--- src/rtl/scan_mux_pkg.sv ---
// Shared types and constants for the scanning display multiplexer.
package scan_mux_pkg;

    typedef enum logic [1:0] {
        BLANK  = 2'd0,
        DIRECT = 2'd1,
        SCAN   = 2'd2
    } state_t;

    localparam logic MODE_DIRECT = 1'b0;
    localparam logic MODE_SCAN   = 1'b1;

endpackage : scan_mux_pkg

--- src/rtl/scan_mux_tick.sv ---
// Dwell prescaler: counts clk cycles while running and pulses on the last one.
module scan_tick #(
    parameter int unsigned PRESCALE = 16
) (
    input  logic clk,
    input  logic reset,
    input  logic clr,
    input  logic run,
    output logic tick
);

    localparam int unsigned CNT_W = (PRESCALE > 1) ? $clog2(PRESCALE) : 1;
    localparam logic [CNT_W-1:0] LAST = CNT_W'(PRESCALE - 1);

    logic [CNT_W-1:0] count;

    // Pulse in the cycle the dwell ends so the channel advances on that edge.
    assign tick = run && (count == LAST);

    // Dwell counter: cleared on entry/direct, frozen while not running.
    always_ff @(posedge clk) begin
        if (reset || clr) begin
            count <= '0;
        end else if (run) begin
            count <= tick ? '0 : count + CNT_W'(1);
        end
    end

endmodule : scan_tick

--- src/rtl/scan_mux.sv ---
// Registered N-channel mux with direct select and prescaled round-robin scan.
module scan_mux
    import scan_mux_pkg::*;
#(
    parameter  int unsigned WIDTH    = 4,
    parameter  int unsigned CHANNELS = 8,
    parameter  int unsigned PRESCALE = 16,
    localparam int unsigned SEL_W    = $clog2(CHANNELS)
) (
    input  logic                      clk,
    input  logic                      reset,
    input  logic [CHANNELS*WIDTH-1:0] D,
    input  logic [SEL_W-1:0]          S,
    input  logic                      G,
    input  logic                      MODE,
    output logic [WIDTH-1:0]          Y,
    output logic [SEL_W-1:0]          CH,
    output logic [CHANNELS-1:0]       EN_OH,
    output logic                      WRAP
);

    state_t            state, state_nxt;
    logic              last_scan, last_scan_nxt;
    logic [SEL_W-1:0]  ch_nxt;
    logic              wrap_nxt;
    logic              tick_clr, tick_run, tick;
    logic              s_valid, resume;
    logic [WIDTH-1:0]  y_pick;
    logic [CHANNELS-1:0] en_pick;
    logic [WIDTH-1:0]  d_ch [CHANNELS];

    // Unpack the flat data bus into per-channel words.
    for (genvar k = 0; k < CHANNELS; k++) begin : g_unpack
        assign d_ch[k] = D[k*WIDTH +: WIDTH];
    end

    assign s_valid = 32'(S) < CHANNELS;
    // Continue an interrupted scan only if scanning was the last active mode.
    assign resume  = (state == SCAN) || ((state == BLANK) && last_scan);

    scan_tick #(
        .PRESCALE (PRESCALE)
    ) u_tick (
        .clk   (clk),
        .reset (reset),
        .clr   (tick_clr),
        .run   (tick_run),
        .tick  (tick)
    );

    // State register and all output flops.
    always_ff @(posedge clk) begin
        if (reset) begin
            state     <= BLANK;
            last_scan <= 1'b0;
            CH        <= '0;
            Y         <= '0;
            EN_OH     <= '0;
            WRAP      <= 1'b0;
        end else begin
            state     <= state_nxt;
            last_scan <= last_scan_nxt;
            CH        <= ch_nxt;
            Y         <= y_pick;
            EN_OH     <= en_pick;
            WRAP      <= wrap_nxt;
        end
    end

    // Next state, next channel and prescaler control.
    always_comb begin
        state_nxt     = BLANK;
        last_scan_nxt = last_scan;
        ch_nxt        = CH;
        wrap_nxt      = 1'b0;
        tick_clr      = 1'b0;
        tick_run      = 1'b0;

        if (G) begin
            state_nxt = BLANK;
        end else if (MODE == MODE_DIRECT) begin
            state_nxt = DIRECT;
        end else begin
            state_nxt = SCAN;
        end

        case (state_nxt)
            DIRECT: begin
                last_scan_nxt = 1'b0;
                tick_clr      = 1'b1;
                ch_nxt        = S;
            end
            SCAN: begin
                last_scan_nxt = 1'b1;
                if (!resume) begin
                    tick_clr = 1'b1;
                    ch_nxt   = s_valid ? S : '0;
                end else begin
                    tick_run = 1'b1;
                    if (tick) begin
                        if (CH == SEL_W'(CHANNELS - 1)) begin
                            ch_nxt   = '0;
                            wrap_nxt = 1'b1;
                        end else begin
                            ch_nxt = CH + SEL_W'(1);
                        end
                    end
                end
            end
            default: ;
        endcase
    end

    // Data and digit enable for the channel being loaded; zero when blanked or out of range.
    always_comb begin
        y_pick  = '0;
        en_pick = '0;
        if (state_nxt != BLANK) begin
            for (int k = 0; k < int'(CHANNELS); k++) begin
                if (SEL_W'(k) == ch_nxt) begin
                    y_pick     = d_ch[k];
                    en_pick[k] = 1'b1;
                end
            end
        end
    end

endmodule : scan_mux

--- config.mk ---
export PLATFORM = sky130hd
export DESIGN_NAME = scan_mux
export DESIGN_NICKNAME = d
export VERILOG_FILES = /design/src/rtl/scan_mux_pkg.sv /design/src/rtl/scan_mux_tick.sv /design/src/rtl/scan_mux.sv
export SDC_FILE = /design/constraint.sdc
export NUM_CORES = 1
export LEC_CHECK = 0
export ABC_CLOCK_PERIOD_IN_PS = 3200
export BUFFER_PORTS_ARGS = -buffer_cell sky130_fd_sc_hd__buf_2
export CORE_ASPECT_RATIO = 0.5
export CORE_UTILIZATION = 30
export DETAILED_ROUTE_END_ITERATION = 6
export PLACE_DENSITY = 0.53
export SETUP_SLACK_MARGIN = 0.1
export SYNTH_ARGS = -nofsm -noshare
export SYNTH_HDL_FRONTEND = slang
export SYNTH_SLANG_ARGS = --single-unit
export TNS_END_PERCENT = 50
--- constraint.sdc ---
create_clock -name clk -period 3.2 [get_ports clk]
set_input_delay 0.48 -clock clk [delete_from_list [all_inputs] [get_ports clk]]
set_output_delay 0.48 -clock clk [all_outputs]
set_load 0.02 [all_outputs]
**Word-level counts from Yosys, hierarchy flattened**

Index checks and enable logic that the tools add are counted.
W data, S select, Z words.

- Register bits after elaboration: 23
- Bits of input ports: 39
- Output and inout port bits: 16
- Word-level logic and storage cells: 64

- $add $sub $neg: 2
- Eq/ne operators: 12
- Multiplexer cells: 29
- Bitwise gates (word level): 4
- Reductions and logical operators: 10

Operator list:

| operator | number |
|---|---|
| $mux W4 | 9 |
| $eq A3 B3 Y1 const A | 4 |
| $mux W1 | 12 |
| $mux W3 | 3 |
| $eq A2 B3 Y1 const A | 2 |
| $pmux W3 S2 | 1 |
| $add A4 B1 Y4 const B | 1 |
| $eq A2 B2 Y1 const B | 2 |
| $eq A4 B4 Y1 const B | 1 |
| $mux W2 | 2 |
| $not A1 Y1 | 4 |
| $pmux W1 S2 | 2 |
| $reduce_bool A2 Y1 | 2 |
| $reduce_or A4 Y1 | 1 |
| $add A3 B1 Y3 const B | 1 |
| $eq A1 B3 Y1 const A | 1 |
| $eq A3 B3 Y1 const B | 1 |
| $logic_not A3 Y1 | 1 |
| $eq A2 B1 Y1 const B | 1 |
| $logic_and A1 B1 Y1 | 2 |
| $logic_not A2 Y1 | 1 |
| $logic_or A1 B1 Y1 | 2 |
| $reduce_or A2 Y1 | 1 |

**Logic depth before layout (Yosys ltp)**

- Depth after elaboration: 18
- Depth in mapped cells: 10
- Mapped depth without buffers: 9

**Modules after synthesis**

From an unflattened synthesis, not the netlist that was laid out.

- Cells, all modules: 155
- Area total of the unflattened synthesis: 1,415.1 µm²

Modules (own cells, without submodules):

| module | instances | cells an instance | area each (µm²) | sequential area each (µm²) |
|---|---|---|---|---|
| scan_mux | 1 | 135 | 1,218.7 | 380.4 |
| scan_tick | 1 | 20 | 196.4 | 80.1 |

**Worst setup path after synthesis**

No wires, ideal clock.

- Path kind: register to register
- Start point: register CH[0]
- End point: register Y[2]
- Library setup time: 0.113 ns
- Data arrival time: 2.303 ns
- Data required time: 3.087 ns
- Setup slack: 0.784 ns
- Cell stages (with the launch flop): 11
- Buffers on the path: 1
- Period minus slack after synthesis: 2.416 ns
- Cells stage by stage: dfxtp_1 -> ha_1 -> ha_1 -> nor2_1 -> mux2_4 -> mux2_4 -> buf_6 -> mux2_4 -> a221oi_2 -> o22a_1 -> nor2_1

- Word-level cells in the longest chain between the ends: 14
- Elaborated cells between the ends (all ways): 22
- Classes of those cells: 1 x add/sub; 8 x eq/ne; 12 x mux; 1 x reduce/logical

Ends and longest elaborated chain:

| item | RTL line | source |
|---|---|---|
| from (decl) | scan_mux.sv:17 | `output logic [SEL_W-1:0] CH,` |
| from (signal assigned) | scan_mux.sv:63 | `CH <= ch_nxt;` |
| $add A3 B1 Y3 or $eq A3 B3 Y1 (tied branches) | scan_mux.sv:105, scan_mux.sv:101 |  |
| $mux W3 | scan_mux.sv:101 | `if (CH == SEL_W'(CHANNELS - 1)) begin` |
| $mux W3 | scan_mux.sv:100 | `if (tick) begin` |
| $mux W3 | scan_mux.sv:95 | `if (!resume) begin` |
| $pmux W3 S2 * | scan_mux.sv:87 | `case (state_nxt)` |
| $logic_not A3 Y1 | scan_mux.sv:120 | `if (SEL_W'(k) == ch_nxt) begin` |
| $mux W4 (7 in a row) | scan_mux.sv:120 |  |
| $mux W4 * | scan_mux.sv:120 |  |
| to (signal assigned) | scan_mux.sv:64 | `Y <= y_pick;` |
| to (decl) | scan_mux.sv:16 | `output logic [WIDTH-1:0] Y,` |

Mark *: on every way between the ends. The rest lies on a longest branch, timed or not.
A chain may end at the register's enable or synchronous reset.

**Worst setup path after layout**

- Start point: register last_scan
- End point: register Y[1]

- Word-level cells in the longest chain between the ends: 17
- Elaborated cells between the ends (all ways): 24
- Classes of those cells: 7 x eq/ne; 13 x mux; 4 x reduce/logical

Ends and longest elaborated chain:

| item | RTL line | source |
|---|---|---|
| from (decl) | scan_mux.sv:23 | `logic last_scan, last_scan_nxt;` |
| from (signal assigned) | scan_mux.sv:62 | `last_scan <= last_scan_nxt;` |
| $logic_and A1 B1 Y1 * | scan_mux.sv:39 | `assign resume = (state == SCAN) \|\| ((state == BLANK) && last_scan);` |
| $logic_or A1 B1 Y1 * | scan_mux.sv:39 |  |
| $mux W1 | scan_mux.sv:95 |  |
| $mux W1 | scan_mux.sv:87 |  |
| $logic_and A1 B1 Y1 | scan_mux_tick.sv:18 | `assign tick = run && (count == LAST);` |
| $mux W3 | scan_mux.sv:100 |  |
| $mux W3 * | scan_mux.sv:95 |  |
| $pmux W3 S2 * | scan_mux.sv:87 |  |
| $logic_not A3 Y1 | scan_mux.sv:120 |  |
| $mux W4 (7 in a row) | scan_mux.sv:120 |  |
| $mux W4 * | scan_mux.sv:120 |  |

Marked as above.

==> results by group <==
Clocking
  • CTS Root Cell: clkbuf_8
  • CTS Hold Bufs: 0
  • CTS buffer count: 3
  • Postcts setup bufs: 0
  • H-Tree Depth: 1
  • CTS tree: done
  • Clock slew at reported path FFs: 80 ps
  • Clock Path Buffers: 2
  • Post-CTS sizing: 0
  • CTS sink count: 23
  • Clk Latency, worst-skew pair: 260 ps

Timing
  • Final worst path period share: 78.2%
  • Worst hold slack: 435 ps
  • Worst-margin pin slew: 748 ps
  • Slew margin rel.: 49.6%
  • Hold Fails Final Rpt: 0
  • RSZ-0062 raised after global routing: no
  • Final worst path period need: 2500 ps
  • Layout Skew: 1.22 ps
  • Final max-slew violation count: 0
  • Final TNS setup: 0 ps
  • Max Clock Freq: 400 MHz
  • Final Setup Violations: 0

Synth
  • Mapped Avg Cell Area: 9.45 um^2
  • Post-synth EDFFs: 0
  • Synth Net Count: 174
  • Synth Register Bits: 23
  • Main synth FF type: dfxtp_1
  • Sequential share of the synthesized area: 36.9%
  • Asr flop ratio synth: 0%
  • Synth warnings: 0
  • Cell Area, Synth: 1250 um^2
  • Synth unique cells: 36
  • Gate count of the mapped netlist: 132

Global routing
  • Pin count of the biggest net entering global routing: 15
  • GRT met3 Usage: 3.81%
  • GRT overflow: 0
  • Overall routing resource usage: 14.9%
  • Vias in the first global route: 1095
  • Met1 Use GR: 18.5%
  • Initial antenna violation count: 0
  • Met2 Use GR: 28.2%
  • First-pass GRT wire length: 5.04 mm
  • Grt peak-use layer: met2

Critical path
  • Nature of the critical path endpoint: flop
  • Worst Path Required: 3340 ps
  • WS Path Type: flop to flop
  • Crit-path max FO: 14
  • Startpoint type of the worst setup path: flop
  • Worst EP arrival: 2650 ps

Pwr
  • Max VDD drop: 0.174 mV
  • Power Density: 393 nW/um^2
  • Leakage: 0.000791 uW
  • Final Power: 642 uW

Routing
  • Residual DRC: 0
  • Post-DRT Antenna Nets: 0
  • Via count: 1161
  • Final WL: 3.09 mm
  • Drt pass-1 iters: 4
  • Via density per instance: 4.78
  • DR WL/cell: 12.7 um
  • Initial DRC Count: 26

Layout
  • Footprint of the multi-input gates: 751 um^2
  • Finished Core Util: 41.4%
  • Area delta synth->final: 30.8%
  • Fillers: 407
  • FF+latch area: 460 um^2
  • Cell area after layout: 1630 um^2
  • Layout cells sized above 1: 41.8%
  • Final-stage net count: 232
  • N_diodes: 0

Placement
  • Placed instance area: 1590 um^2
  • Routability congestion estimate: 0.713
  • DPL Wire Length: 2.46 mm
  • Port Buffers: 54

Floorplanning
  • FP Rows: 16
  • Die width: 93.2 um
  • Chip height: 47.6 um
  • Initial cell density of the core: 31.6%
  • Core Box Area: 3940 um^2
  • Die area: 4440 um^2
  • Ports: 55

Outcome
  • Status: complete, no violations

Job
  • Max_cap viols: 0

Worst hold path
  • HP Class: input pin to flop
==> layout by cell type, fill, tap and decap left out, types with 2 or more instances in the layout <==
cell type	instances
mux2_2	5
nor3_1	5
a21o_1	2
o21ai_0	4
inv_1	2
nor4bb_1	2
nor2_1	21
nor2b_1	2
nand2_1	13
a221oi_1	3
mux2i_1	5
a31oi_1	2
o22a_1	3
buf_4	4
dfxtp_1	23
nand3_1	2
buf_2	54
clkbuf_8	3
ha_1	3
mux2_4	6
a21oi_1	4
and3_1	2
a221oi_2	4
a22oi_1	3
==> per-stage QoR <==
stage               setup WS [ps]  cells
detailed placement            644    239
CTS                           677    243
finish                        697    243
global placement              695    239
global route                  490    243
floorplan                     784    132
==> cell families (layout without fill, tap and decap cells) <==
| logic type | after synthesis | in the layout | share of synthesized area, % |
|---|---|---|---|
| AOI/OAI and AO/OA | 28 | 28 | 18.7 |
| xor gates and xnor gates | 1 | 1 | 0.702 |
| adders and majority gates | 3 | 3 | 3.01 |
| buffers and inverters | 7 | 64 | 2.91 |
| DFF | 23 | 23 | 36.9 |
| muxes | 17 | 17 | 16.7 |
| and+or+nand+nor | 53 | 53 | 21.2 |
==> worst paths after layout <==
path	startpoint	slack [ps]	cells after the start	to
worst max register to register	last_scan	700	6	Y[1]
worst min-delay path	MODE	430	2	state[0]
worst max-delay path	last_scan	700	6	Y[1]
worst min register to register	last_scan	510	2	last_scan
==> worst max-delay path, cell delays in order (launching register included) <==
cell and delay, ps:
dfxtp_1 310, or2_0 240, a31oi_2 560, a21o_1 530, mux2_2 390, a221oi_1 220
o21ai_0 120
==> routing by layer <==
metal | vias to the layer above | routed length, um
met5 | - | 0
met4 | 0 | 0
li1 | 599 | -
met3 | 0 | 84
met1 | 544 | 1570
met2 | 18 | 1440
==> area by class of cell <==
class / count / share of cell area, %
clock buffers: 4 / 2.76
inverters: 2 / 0.460
multi-input cells: 102 / 46.0
flip-flops and latches: 23 / 28.2
well taps: 54 / 4.14
repair buffers: 58 / 18.4
==> Yosys cell counts, drive strengths merged, types with 3 or more instances <==
library cell | count | area share [%]
a22oi | 3 | 1.8
nor2 | 21 | 6.3
o21ai | 4 | 1.6
a221oi | 7 | 6.9
dfxtp | 23 | 37
a21oi | 4 | 1.6
nor3 | 5 | 2.0
nand2 | 13 | 3.9
mux2 | 12 | 13
buf | 4 | 2.0
mux2i | 5 | 4.0
a31oi | 3 | 2.0
ha | 3 | 3.0
o22a | 3 | 2.1
==> sequential cells by signal, summed over array words and instances, names as in the netlist <==
name,cells
CH,3
EN_OH,8
WRAP,1
Y,4
last_scan,1
state,2
u_tick.count,4
==> power by group <==
part           switching [uW]  total, uW  internal [uW]
Clock                    89.6        178           88.7
Sequential               5.44        302            297
Combinational            84.7        161           76.6
Total                     180        642            462
Note: power is estimated with default switching activity, not from simulation.
